`config.mk`:
```
export PLATFORM = sky130hd
export DESIGN_NAME = myo_spi_scheduler
export DESIGN_NICKNAME = d
export VERILOG_FILES = /design/src/rtl/myo_spi_scheduler.sv
export SDC_FILE = /design/constraint.sdc
export NUM_CORES = 1
export LEC_CHECK = 0
export CORE_MARGIN = 2
export CORE_UTILIZATION = 50
export DETAILED_ROUTE_END_ITERATION = 8
export PLACE_DENSITY = 0.76
export SYNTH_ARGS = -nofsm -noshare
export SYNTH_HDL_FRONTEND = slang
export SYNTH_SLANG_ARGS = --single-unit
```
`constraint.sdc`:
```
create_clock -name clock -period 12.5 [get_ports clock]
set_input_delay 3.125 -clock clock [delete_from_list [all_inputs] [get_ports clock]]
set_output_delay 3.125 -clock clock [all_outputs]
set_load 0.005 [all_outputs]
```
`src/rtl/myo_spi_scheduler.sv`:
```
// myo_spi_scheduler: shares one SPI master across the motor slots of a
// myocontrol instance. It polls the masked motors once per update period in
// ascending order and interleaves one-shot host frames ahead of the next
// polled slot. It owns the slave-select vector and the start/done handshake.
module myo_spi_scheduler #(
  parameter int NUMBER_OF_MOTORS = 6,
  parameter int SETUP_CYCLES     = 4,
  parameter int HOLD_CYCLES      = 4,
  parameter int TIMEOUT_CYCLES   = 1024,
  parameter int PERIOD_WIDTH     = 32
) (
  input  logic                        clock,
  input  logic                        reset,
  input  logic                        enable,
  input  logic [PERIOD_WIDTH-1:0]     update_period,
  input  logic [NUMBER_OF_MOTORS-1:0] motor_mask,
  input  logic                        power_sense_n,
  input  logic                        host_req,
  input  logic [7:0]                  host_motor,
  output logic                        host_ack,
  output logic                        spi_start,
  input  logic                        spi_done,
  output logic [NUMBER_OF_MOTORS-1:0] ss_n,
  output logic [7:0]                  motor_index,
  output logic                        is_host_slot,
  output logic                        frame_done,
  output logic                        round_done,
  output logic                        timeout_err,
  output logic                        overrun,
  input  logic                        clear_errors
);

  localparam int CNT_MAX =
    (TIMEOUT_CYCLES > SETUP_CYCLES)
      ? ((TIMEOUT_CYCLES > HOLD_CYCLES) ? TIMEOUT_CYCLES : HOLD_CYCLES)
      : ((SETUP_CYCLES > HOLD_CYCLES) ? SETUP_CYCLES : HOLD_CYCLES);
  localparam int CNT_W = $clog2(CNT_MAX + 1);

  localparam logic [CNT_W-1:0]        SETUP_LAST = CNT_W'(SETUP_CYCLES - 1);
  localparam logic [CNT_W-1:0]        HOLD_LAST  = CNT_W'(HOLD_CYCLES - 1);
  localparam logic [CNT_W-1:0]        TO_LAST    = CNT_W'(TIMEOUT_CYCLES - 1);
  localparam logic [CNT_W-1:0]        CNT_ONE    = CNT_W'(1);
  localparam logic [7:0]              MOTORS     = 8'(NUMBER_OF_MOTORS);
  localparam logic [PERIOD_WIDTH-1:0] PER_ONE    = PERIOD_WIDTH'(1);

  typedef enum logic [2:0] {
    IDLE, SELECT, START, WAIT, HOLD, RELEASE
  } state_t;

  state_t                      state;
  logic [CNT_W-1:0]            cnt;
  logic [PERIOD_WIDTH-1:0]     per_cnt;
  logic                        tick;
  logic                        round_active;
  logic [NUMBER_OF_MOTORS-1:0] round_mask;
  logic [7:0]                  ptr;
  logic [8:0]                  first_hit;
  logic [8:0]                  next_hit;
  logic                        wait_to;
  logic                        hold_end;
  logic                        finish;

  // Lowest set mask bit at or above 'from'; bit 8 flags that one was found.
  function automatic logic [8:0] find_set(input logic [NUMBER_OF_MOTORS-1:0] m,
                                          input logic [7:0] from);
    logic [8:0] r;
    r = '0;
    for (int i = NUMBER_OF_MOTORS - 1; i >= 0; i--) begin
      if (m[i] && (8'(i) >= from)) r = {1'b1, 8'(i)};
    end
    return r;
  endfunction

  // Active-low select vector with only slot 'idx' driven low.
  function automatic logic [NUMBER_OF_MOTORS-1:0] sel_vec(input logic [7:0] idx);
    logic [NUMBER_OF_MOTORS-1:0] v;
    for (int i = 0; i < NUMBER_OF_MOTORS; i++) v[i] = (idx != 8'(i));
    return v;
  endfunction

  // Wrap detect: periods of 0 or 1 tick every enabled cycle.
  always_comb begin
    tick      = enable && ((update_period <= PER_ONE) ||
                           (per_cnt >= update_period - PER_ONE));
    first_hit = find_set(motor_mask, 8'd0);
    next_hit  = find_set(round_mask, ptr + 8'd1);
    wait_to   = (state == WAIT) && !spi_done && (cnt >= TO_LAST);
    hold_end  = (state == HOLD) && (cnt == HOLD_LAST);
    finish    = wait_to || hold_end;
  end

  // Period counter: free-runs while enabled, parked at zero otherwise.
  always_ff @(posedge clock) begin
    if (reset || !enable || tick) per_cnt <= '0;
    else                          per_cnt <= per_cnt + PER_ONE;
  end

  // Round bookkeeping: start on tick, advance pointer as polled slots finish.
  always_ff @(posedge clock) begin
    if (reset) begin
      round_active <= 1'b0;
      round_mask   <= '0;
      ptr          <= '0;
      round_done   <= 1'b0;
      overrun      <= 1'b0;
    end else begin
      round_done <= 1'b0;
      if (clear_errors) overrun <= 1'b0;
      // A timed-out polled slot still counts as visited.
      if (finish && !is_host_slot && round_active) begin
        if (next_hit[8]) begin
          ptr <= next_hit[7:0];
        end else begin
          ptr          <= '0;
          round_active <= 1'b0;
          round_done   <= 1'b1;
        end
      end
      if (tick) begin
        if (round_active) begin
          overrun <= 1'b1;
        end else if (!first_hit[8]) begin
          round_done <= 1'b1;
        end else begin
          round_active <= 1'b1;
          round_mask   <= motor_mask;
          ptr          <= first_hit[7:0];
        end
      end
      // Losing enable abandons the remainder of the round silently.
      if (!enable) begin
        round_active <= 1'b0;
        ptr          <= '0;
      end
    end
  end

  // Frame sequencer with registered select, handshake and status outputs.
  always_ff @(posedge clock) begin
    if (reset) begin
      state        <= IDLE;
      cnt          <= '0;
      ss_n         <= '1;
      spi_start    <= 1'b0;
      host_ack     <= 1'b0;
      frame_done   <= 1'b0;
      motor_index  <= '0;
      is_host_slot <= 1'b0;
      timeout_err  <= 1'b0;
    end else begin
      spi_start  <= 1'b0;
      host_ack   <= 1'b0;
      frame_done <= 1'b0;
      if (clear_errors) timeout_err <= 1'b0;
      case (state)
        IDLE: begin
          if (!power_sense_n) begin
            if (host_req) begin
              // Out-of-range targets are acknowledged without touching the bus.
              if (host_motor >= MOTORS) begin
                host_ack <= 1'b1;
              end else begin
                motor_index  <= host_motor;
                is_host_slot <= 1'b1;
                ss_n         <= sel_vec(host_motor);
                cnt          <= '0;
                state        <= SELECT;
              end
            end else if (round_active) begin
              motor_index  <= ptr;
              is_host_slot <= 1'b0;
              ss_n         <= sel_vec(ptr);
              cnt          <= '0;
              state        <= SELECT;
            end
          end
        end
        SELECT: begin
          if (cnt == SETUP_LAST) begin
            cnt       <= '0;
            spi_start <= 1'b1;
            state     <= START;
          end else begin
            cnt <= cnt + CNT_ONE;
          end
        end
        START: begin
          // Count runs in cycles since spi_start was high.
          cnt   <= CNT_ONE;
          state <= WAIT;
        end
        WAIT: begin
          if (spi_done) begin
            cnt   <= '0;
            state <= HOLD;
          end else if (wait_to) begin
            timeout_err <= 1'b1;
            ss_n        <= '1;
            state       <= RELEASE;
          end else begin
            cnt <= cnt + CNT_ONE;
          end
        end
        HOLD: begin
          if (hold_end) begin
            ss_n <= '1;
            if (is_host_slot) host_ack   <= 1'b1;
            else              frame_done <= 1'b1;
            state <= RELEASE;
          end else begin
            cnt <= cnt + CNT_ONE;
          end
        end
        RELEASE: begin
          is_host_slot <= 1'b0;
          state        <= IDLE;
        end
        default: state <= IDLE;
      endcase
    end
  end

endmodule

```
# Word-level counts from Yosys, hierarchy flattened
# Index checks and enable logic that the tools add are counted.
[op_classes]
addsub = 4
magnitude_cmp = 10
eq_ne = 27
muxes = 76
n_bitwise = 6
reduce_logical = 35
[op_table]
columns = ["cell", "n"]
rows = [
  ["9-bit two-way mux", 12],
  ["11-bit two-way mux", 8],
  ["8-bit two-way mux", 8],
  ["11-bit one-hot mux with 5 select lines", 1],
  ["6-bit two-way mux", 7],
  ["32-bit by 1-bit adder with 32-bit output (second input constant)", 1],
  ["32-bit greater-or-equal comparator", 1],
  ["32-bit by 1-bit less-or-equal comparator with 1-bit output (second input constant)", 1],
  ["8-bit by 2-bit != test with 1-bit output (second input constant)", 4],
  ["8-bit by 3-bit != test with 1-bit output (second input constant)", 4],
  ["32-bit by 1-bit subtractor with 32-bit output (second input constant)", 1],
  ["1-bit two-way mux", 28],
  ["3-bit two-way mux", 8],
  ["6-bit one-hot mux with 3 select lines", 1],
  ["1-bit by 8-bit greater-or-equal comparator with 1-bit output (first input constant)", 2],
  ["2-bit by 8-bit greater-or-equal comparator with 1-bit output (first input constant)", 2],
  ["3-bit by 8-bit greater-or-equal comparator with 1-bit output (first input constant)", 2],
  ["8-bit by 1-bit != test with 1-bit output (second input constant)", 2],
  ["8-bit nonzero test", 2],
  ["3-bit one-hot mux with 5 select lines", 1],
  ["2-bit != test (second input constant)", 7],
  ["1-bit logical AND", 12],
  ["3-bit != test (second input constant)", 4],
  ["6-bit AND reduction", 2],
  ["21 further kinds", 37],
]
[word_totals]
regBits = 82
output_inout_bits = 21

# Logic depth before layout (Yosys ltp)
# Gate-level depths: netlist of run 1.
[depth]
depth_word = 14
mapped_depth = 18
ltp_nobuf = 17

# Worst setup path after synthesis of run 1
# OpenSTA, ideal clock, no wires.
[synth_path]
path_type = "input to register"
from = "in update_period[12]"
to = "reg ptr[0]"
setup_time_ns = 0.121
arrival_time_ns = 6.875
required_ns = 12.379
slack_ns = 5.504
cell_stages = 14
n_path_buf = 0
cell_sequence = "or4_1 -> nor4_1 -> nand3_1 -> or3_1 -> nor3_1 -> xnor2_1 -> ha_1 -> nand3_1 -> nor4_1 -> a221oi_1 -> o211ai_2 -> a41oi_4 -> nor2_8 -> mux2_4"
[synth_via]
elab_chain_cells = 5
[synth_rtl]
columns = ["item", "line", "rtl"]
rows = [
  ["from (decl)", "15", "input logic [PERIOD_WIDTH-1:0] update_period,"],
  ["32-bit by 1-bit subtractor with 32-bit output", "84", "(per_cnt >= update_period - PER_ONE));"],
  ["32-bit greater-or-equal comparator", "84", ""],
  ["1-bit logical OR *", "83", "tick = enable && ((update_period <= PER_ONE) ||"],
  ["1-bit logical AND *", "83", ""],
  ["8-bit two-way mux *", "119", "if (tick) begin"],
  ["to (signal assigned)", "112", "ptr <= next_hit[7:0];"],
  ["to (signal assigned)", "127", "ptr <= first_hit[7:0];"],
  ["to (decl)", "56", "logic [7:0] ptr;"],
]
# Every way passes the cells marked *; elsewhere a longest branch is shown, timed or not.
# A chain may end at the register's enable or synchronous reset.

# Worst setup path after layout of run 1
[layout_path]
from = "in update_period[3]"
to = "reg per_cnt[5]"
[layout_via]
elab_chain_cells = 5
[layout_rtl]
columns = ["item", "line", "rtl"]
rows = [
  ["32-bit by 1-bit subtractor with 32-bit output", "84", ""],
  ["32-bit greater-or-equal comparator", "84", ""],
  ["1-bit logical OR *", "83", ""],
  ["1-bit logical AND *", "83", ""],
  ["1-bit logical OR *", "94", "if (reset || !enable || tick) per_cnt <= '0;"],
  ["to (signal assigned)", "95", "else per_cnt <= per_cnt + PER_ONE;"],
  ["to (decl)", "52", "logic [PERIOD_WIDTH-1:0] per_cnt;"],
]
# Marks and branches as above.

==> summary.md, run 1 <==
| Metric | Value |
|---|---|
| # diodes | `0` |
| Post-CTS sizing | `0` |
| Final period util | `about three fifths` |
| Antenna violation net count after detailed routing | `0` |
| Slew @ Worst Pin | `0.897 ns` |
| Worst Setup End Kind | `flop` |
| H-tree levels | `3` |
| Synth Flop Type | `dfxtp_1` |
| DIE AREA | `11400 um^2` |
| Post-Syn Area | `5300 um^2` |
| Cell count after synthesis | `659` |
| Worst hold-check path type | `flop to flop` |
| Clock insertion delay at the later pin of the skew report | `0.35 ns` |
| CTS tree | `built` |
| Final WL | `12100 um` |
| Setup violations, final | `0` |
| Fill cells | `958` |
| Grt total ovfl | `0` |
| Iteration-0 DRC count of the detailed router | `~230` |
| Share of cells above drive strength 1 | `~4.3%` |
| Root buf cell | `clkbuf_8` |
| Slew HR | `just under 40%` |
| R2R Setup Slk | `9.42 ns` |
| RSZ-0062 raised after global routing | `no` |
| Worst vdd ir | `57.1 uV` |
| Clock share of power | `40.1%` |
| Warnings, synthesis | `0` |
| WL/cell | `around 14 um` |
| Post-CTS Setup Bufs | `0` |
| Outcome | `completed` |
| Largest net degree at the start of global routing | `40` |
| Post-synth ARST share | `0%` |
| Simple-gate portion of the synthesized area | `29.3%` |
| Yosys reg bits | `82` |
| Die Width | `107 um` |
| Required time worst endpoint | `12.71 ns` |
| Dpl ws | `4.43 ns` |
| FF-to-FF path depth | `8` |
| Syn_area_per_cell | `8.04 um^2` |
| Gate power share | `9.9%` |
| Commonest non-fill, non-tap cell in the layout | `nor2_1` |
| Worst r2r dst | `ptr[1]` |
| Clock sinks | `82` |
| Residual DRC | `0` |
| Via density | `5.56` |
| Cts hold-fix bufs | `0` |
| CTS Buf Count | `9` |
| Largest family of logic cells by synthesized area | `simple AND/OR/NAND/NOR gates` |
| NetSw | `~120 uW` |
| Total of max-cap violations | `0` |
| Worst r2r src | `cnt[0]` |
| Hold slack | `0.484 ns` |
| Final core occ | `roughly three fifths` |
| Worst setup endpoint | `per_cnt[5]` |
| Final HPWL DP | `9480 um` |
| GPL Wtd Cong | `0.899` |
| CP Class | `primary input to flop` |
| Via Count | `4801` |
| Reg area | `1640 um^2` |
| Placement row count | `37` |
| Setup crit start kind | `primary input` |
| CTS Buffer Depth | `2` |
| Yosys cell types | `68` |
| Commonest cells after routing, fill and taps aside | `nor2_1, dfxtp_1, clkdlybuf4s50_1` |
| GRT Util Overall | `between 20% and 30%` |
| Initial Util | `51.3%` |
| First-pass GRT wire length | `20300 um` |
| Initial antenna violation count | `0` |
| Sequential area share after synthesis | `31.0%` |
| Seq pwr share | `50.0%` |
| Cell-internal power | `405 uW` |
| Post-synth EDFFs | `0` |
| Core area | `10300 um^2` |
| Slew Viols, Final | `0` |
| Final setup margin | `4.77 ns` |
| Mux cell area share after synthesis | `1.79%` |
| Vias in the first global route | `approximately 4.5k` |
| Clock slew at reported path FFs | `around 0.07 ns` |
| LEAKAGE | `between 0.002 and 0.0025 uW` |
| DRT Pass-1 Iters | `5` |
| CP Launch Point | `update_period[3]` |
| Die Span Y | `107 um` |
| Final hold vios | `0` |
| P&R area growth vs syn | `19.5%` |
| Multi-input gate area | `3480 um^2` |
| Sw Ratio | `a little under a quarter` |
| Post-DP Area | `6110 um^2` |
| Syn nets | `about 750` |
| Setup TNS | `0 ns` |
| Worst-path fanout max | `31` |
| Clock Skew | `0.00978 ns` |
| Pwr/cell area | `82.9 nW/um^2` |
| Synth Area in Adders | `9.45%` |
| Max frequency | `between 0.1 and 0.15 GHz` |
| CP Data Arrival Time | `7.94 ns` |
| Top Ports | `74` |
| Design Area, Final | `6330 um^2` |
| Fin nets | `815` |
| Synth Area in Compound Gates | `13.8%` |
| Period minus WS final | `7.73 ns` |
| Post-Synth XOR/XNOR Area | `11.2%` |
| IO Port Bufs | `73` |
layout make-up:
type                       count  area share, %
timing repair buffer          74           11.7
sequential                    82           25.9
clock inverter                 5           1.23
multi-input combinational    532           54.9
clock buffer                  11           2.23
inverter                      23           1.36
tap                          136           2.69
critical path: stages:
cell and delay [ns]:
clkdlybuf4s50_1 0.49, nor4_1 0.81, and3_1 0.37, nand3_1 0.18, or3_1 0.44, nor4_1 0.26, xnor2_1 0.12, ha_1 0.28
nand3_1 0.12, nor4_1 0.63, a221oi_1 0.18, o211ai_2 0.14, a41oi_4 0.11, nand2_2 0.54, nor2_1 0.12
flip-flops by register name, summed over array words and instances (netlist names), 3 cells and up:
name,cells
per_cnt,32
cnt,11
motor_index,8
ptr,8
round_mask,6
ss_n,6
state,3
metal layers:
layer  track usage, %  share of wire, %
met3             5.05               4.9
met1             29.2                48
met2             34.8                46
met4             6.31               1.1
met5                0                 0
power by group through the flow:
| stage | Combinational [uW] | Sequential (uW) | Clock [uW] |
|---|---|---|---|
| 6_report | 52.1 | 262 | 211 |
| 5_1_grt | 57.6 | 262 | 224 |
| 3_5_place_dp | 52.1 | 268 | 0 |
| 2_1_floorplan | 24.7 | 268 | 0 |
| 3_3_place_gp | 50.8 | 268 | 0 |
| 4_1_cts | 52.3 | 262 | 216 |
cell usage after synthesis (3+ instances only):
cell type,instances,area share [%]
a211oi_1,10,1.4
a21o_1,3,0.42
a21oi_1,23,2.2
a31oi_1,6,0.71
and2_1,5,0.59
and3_1,10,1.2
and4_1,3,0.50
buf_4,3,0.42
clkbuf_1,17,1.2
dfxtp_1,82,31
ha_1,40,9.4
inv_1,23,1.6
mux2i_1,8,1.5
nand2_1,42,3.0
nand2b_1,14,1.7
nand3_1,37,3.5
nand4_1,17,2.0
nor2_1,106,7.5
nor2b_1,11,1.3
nor3_1,17,1.6
nor3b_1,5,0.71
nor4_1,16,1.9
o2111ai_1,3,0.50
o21a_1,3,0.42
o21ai_0,30,2.8
o31ai_1,5,0.71
or3_1,4,0.47
or4_1,4,0.57
xnor2_1,34,5.6
xor2_1,34,5.6
per-stage QoR:
| stage | instances | power, uW |
|---|---|---|
| 6_report | 863 | 525 |
| 5_1_grt | 863 | 544 |
| 4_1_cts | 863 | 530 |
| 3_5_place_dp | 847 | 321 |
| 3_3_place_gp | 847 | 319 |
| 2_1_floorplan | 659 | 293 |
worst min-delay path by stage:
stage          startpoint  cells past startpoint  slack (ns)          to
2_1_floorplan  per_cnt[0]                      1        0.44  per_cnt[0]
3_3_place_gp   per_cnt[0]                      1        0.47  per_cnt[0]
3_5_place_dp   per_cnt[0]                      1        0.46  per_cnt[0]
4_1_cts        per_cnt[0]                      1        0.48  per_cnt[0]
5_1_grt        per_cnt[0]                      1        0.50  per_cnt[0]
6_report       per_cnt[0]                      1        0.48  per_cnt[0]
cells by family after synthesis:
group                    after synthesis
AND/OR/NAND/NOR                      307
AO/OA/AOI/OAI                        108
flip-flops                            82
XOR/XNOR                              68
buffers and inverters                 45
adder cells (fa/ha/maj)               40
multiplexers                           9
Note: power is estimated with default switching activity, not from simulation.
==> run 2, diff against run 1 <==
Settings changed: PLACE_DENSITY 0.76 to 0.79.
Clock period 12.5 ns to 6.5 ns, I/O delays scaled along.
==> summary.md, run 2 (synthesis gave the netlist of run 1 again) <==
| Metric | Value |
|---|---|
| Clock sinks | `82 (unchanged)` |
| Final period util | `93.6%` |
| DRT Pass-1 Iters | `5 (unchanged)` |
| RSZ-0062 raised after global routing | `no` |
| Final WL | `12400 um (+2.9%)` |
| CTS tree | `built` |
| Commonest cells after routing, fill and taps aside | `nor2_1, dfxtp_1, clkdlybuf4s50_1` |
| H-tree levels | `3 (unchanged)` |
| Final std cells w/o fill | `865 (+0.23%)` |
| Total of max-cap violations | `0 (unchanged)` |
| First-pass GRT wire length | `21300 um (+5.0%)` |
| Final hold vios | `0 (unchanged)` |
| Post-CTS sizing | `0 (unchanged)` |
| Largest registers | `per_cnt: 32 flops, cnt: 11 flops` |
| Worst r2r src | `cnt[0]` |
| Top cell family by delay on the critical path | `simple AND/OR/NAND/NOR gates` |
| Root buf cell | `clkbuf_8` |
| FF-to-FF path depth | `8 (unchanged)` |
| R2R Setup Slk | `3.43 ns (-5.99 ns)` |
| Top Ports | `74 (unchanged)` |
| Residual DRC | `0 (unchanged)` |
| Period minus WS final | `~6 ns` |
| Share of cells above drive strength 1 | `4.66% (+0.40 points)` |
| Min-Delay Startpoint | `ptr[6]` |
| CP Class | `primary input to flop` |
| Worst r2r dst | `ptr[1]` |
| Final setup margin | `0.413 ns (-4.36 ns)` |
| Worst hold-check path type | `flop to flop` |
| Dpl ws | `-0.0898 ns (-4.52 ns)` |
| P&R area growth vs syn | `20.1%` |
| Clock Skew | `0.0136 ns (+0.00384 ns)` |
| Largest register FFs | `32 (unchanged)` |
| Setup crit start kind | `primary input` |
| Max frequency | `about 0.16 GHz` |
| Via Count | `4947 (+3.0%)` |
| Slew Viols, Final | `0 (unchanged)` |
| Worst-path fanout max | `31 (unchanged)` |
| Core area | `10300 um^2 (unchanged)` |
| Cts hold-fix bufs | `0 (unchanged)` |
| Initial antenna violation count | `0 (unchanged)` |
| Via density | `5.72 (+2.8%)` |
| Initial Util | `51.3% (unchanged)` |
| Buffer and inverter count on the worst path | `1 (unchanged)` |
| Setup violations, final | `0 (unchanged)` |
| IO Port Bufs | `73 (unchanged)` |
| Post-CTS Setup Bufs | `0 (unchanged)` |
| Hold path depth | `2 (+1)` |
| Clock share of power | `41.1% (+1.0 points)` |
| LEAKAGE | `0.00231 uW (+0.68%)` |
| Worst vdd ir | `108 uV (+89%)` |
| Iteration-0 DRC count of the detailed router | `242 (+6.6%)` |
| Most flop-heavy register | `per_cnt` |
| Fin nets | `818 (+0.37%)` |
| Hold Path End | `ptr[6]` |
| Antenna violation net count after detailed routing | `0 (unchanged)` |
| Die Span Y | `107 um (unchanged)` |
| Slew @ Worst Pin | `0.982 ns (+0.0849 ns)` |
| Fill cells | `911 (-4.9%)` |
| Outcome | `completed` |
| WL/cell | `14.3 um (+2.6%)` |
| Clock slew at reported path FFs | `0.09 ns (+0.02 ns)` |
| Vias in the first global route | `4738 (+5.4%)` |
| GRT Util Overall | `22.5% (+0.81 points)` |
| Pwr/cell area | `161 nW/um^2 (+95%)` |
| # diodes | `0 (unchanged)` |
| Sw Ratio | `23.2% (+0.35 points)` |
| CP Data Arrival Time | `6.36 ns (-1.58 ns)` |
| Required time worst endpoint | `6.78 ns (-5.93 ns)` |
| Die Width | `107 um (unchanged)` |
| Largest net degree at the start of global routing | `40 (unchanged)` |
| Slowest cell on the critical path | `or4_1` |
| Placed insts | `850 (+0.35%)` |
| Seq pwr share | `49.1% (-0.9 points)` |
| CTS Buffer Depth | `2 (unchanged)` |
| Gate power share | `9.8% (about the same)` |
| DIE AREA | `11400 um^2 (unchanged)` |
| CTS Buf Count | `9 (unchanged)` |
| Placement row count | `37 (unchanged)` |
| Grt total ovfl | `0 (unchanged)` |
| NetSw | `238 uW (+99%)` |
| Commonest non-fill, non-tap cell in the layout | `nor2_1` |
| Final HPWL DP | `9520 um (+0.41%)` |
| Worst Setup End Kind | `flop` |
| Most frequent CP cell | `nor4_1` |
| GPL Wtd Cong | `0.889 (-1.1%)` |
| Slew HR | `33.9% (-5.7 points)` |
| Worst path cell trace | `clkdlybuf4s50_1 > or4_1 > nor4_1 > nand3_1 > or3_1 > nor4_1 > xnor2_1 > ha_1 > nand3_1 > nor4_1 > a221oi_1 > o211ai_2 > a41oi_4 > nand2_4 > nor2_1` |
| Clock insertion delay at the later pin of the skew report | `0.36 ns (about the same)` |
| Cell-internal power | `790 uW (+95%)` |
| Critical Path Max Stage Delay | `0.60 ns (-0.21 ns)` |
[run 2: cell types whose count changed in the layout (fill, tap and decap cells not counted), sizes merged]
cell / delta
buf: +3
clkinv: -2
clkinvlp: +1
[run 2: metrics by stage]
step / cell area (um^2) / util (%) / TNS [ns] / hold slack (ns) / total power (uW)
2_1_floorplan: 5300 / - / 0 / 0.441 / 564
3_3_place_gp: 6130 / 59.4 / 0 / 0.474 / 614
3_5_place_dp: 6130 / 59.4 / -2.26 / 0.476 / 616
4_1_cts: 6360 / 61.6 / 0 / 0.493 / 1040
5_1_grt: 6370 / 61.7 / 0 / 0.517 / 1060
6_report: 6370 / 61.7 / 0 / 0.492 / 1030
[run 2: layout make-up]
class	count	area, um^2	area share (%)
clock buffer	11	151	2.38
clock inverter	4	75.1	1.18
inverter	23	86.3	1.36
multi-input combinational	532	3480	54.7
sequential	82	1640	25.8
tap	136	170	2.67
timing repair buffer	77	761	11.9
[run 2: tightest hold or removal path: cells and delay by family (launching register included)]
family	cells	cell delay [ns]
flip-flops	1	0.35
AND/OR/NAND/NOR	2	0.10
[run 2: how the worst max path moves through the flow]
stage | start | endpoint | slack, ns | cells past startpoint
2_1_floorplan | update_period[12] | ptr[0] | 1.00 | 14
3_3_place_gp | update_period[9] | per_cnt[31] | 0.24 | 15
3_5_place_dp | update_period[9] | per_cnt[29] | -0.09 | 15
4_1_cts | update_period[9] | per_cnt[29] | 0.29 | 15
5_1_grt | update_period[9] | per_cnt[16] | 0.01 | 15
6_report | update_period[9] | per_cnt[29] | 0.41 | 15
[run 2: power by group through the flow]
stage / combinational, uW / sequential (uW) / clock (uW)
after floorplan: 47.6 / 516 / 0
after global placement: 97.5 / 516 / 0
after detailed placement: 100 / 516 / 0
after CTS: 101 / 504 / 431
after global routing: 112 / 505 / 445
final: 101 / 504 / 422
[run 2: routing by layer]
metal	wire length, um	vias to the layer above	track usage (%)
met2	5920	118	37.8
met3	643	15	4.56
met5	0	-	0
li1	-	2467	-
met4	122	0	6.96
met1	5720	2347	29.1
==> run 3, diff against run 2 <==
Settings changed: SKIP_CTS_REPAIR_TIMING set to 1.
==> results of run 3 <==
The final DEF is identical to that of run 2; final timing and power are the same.
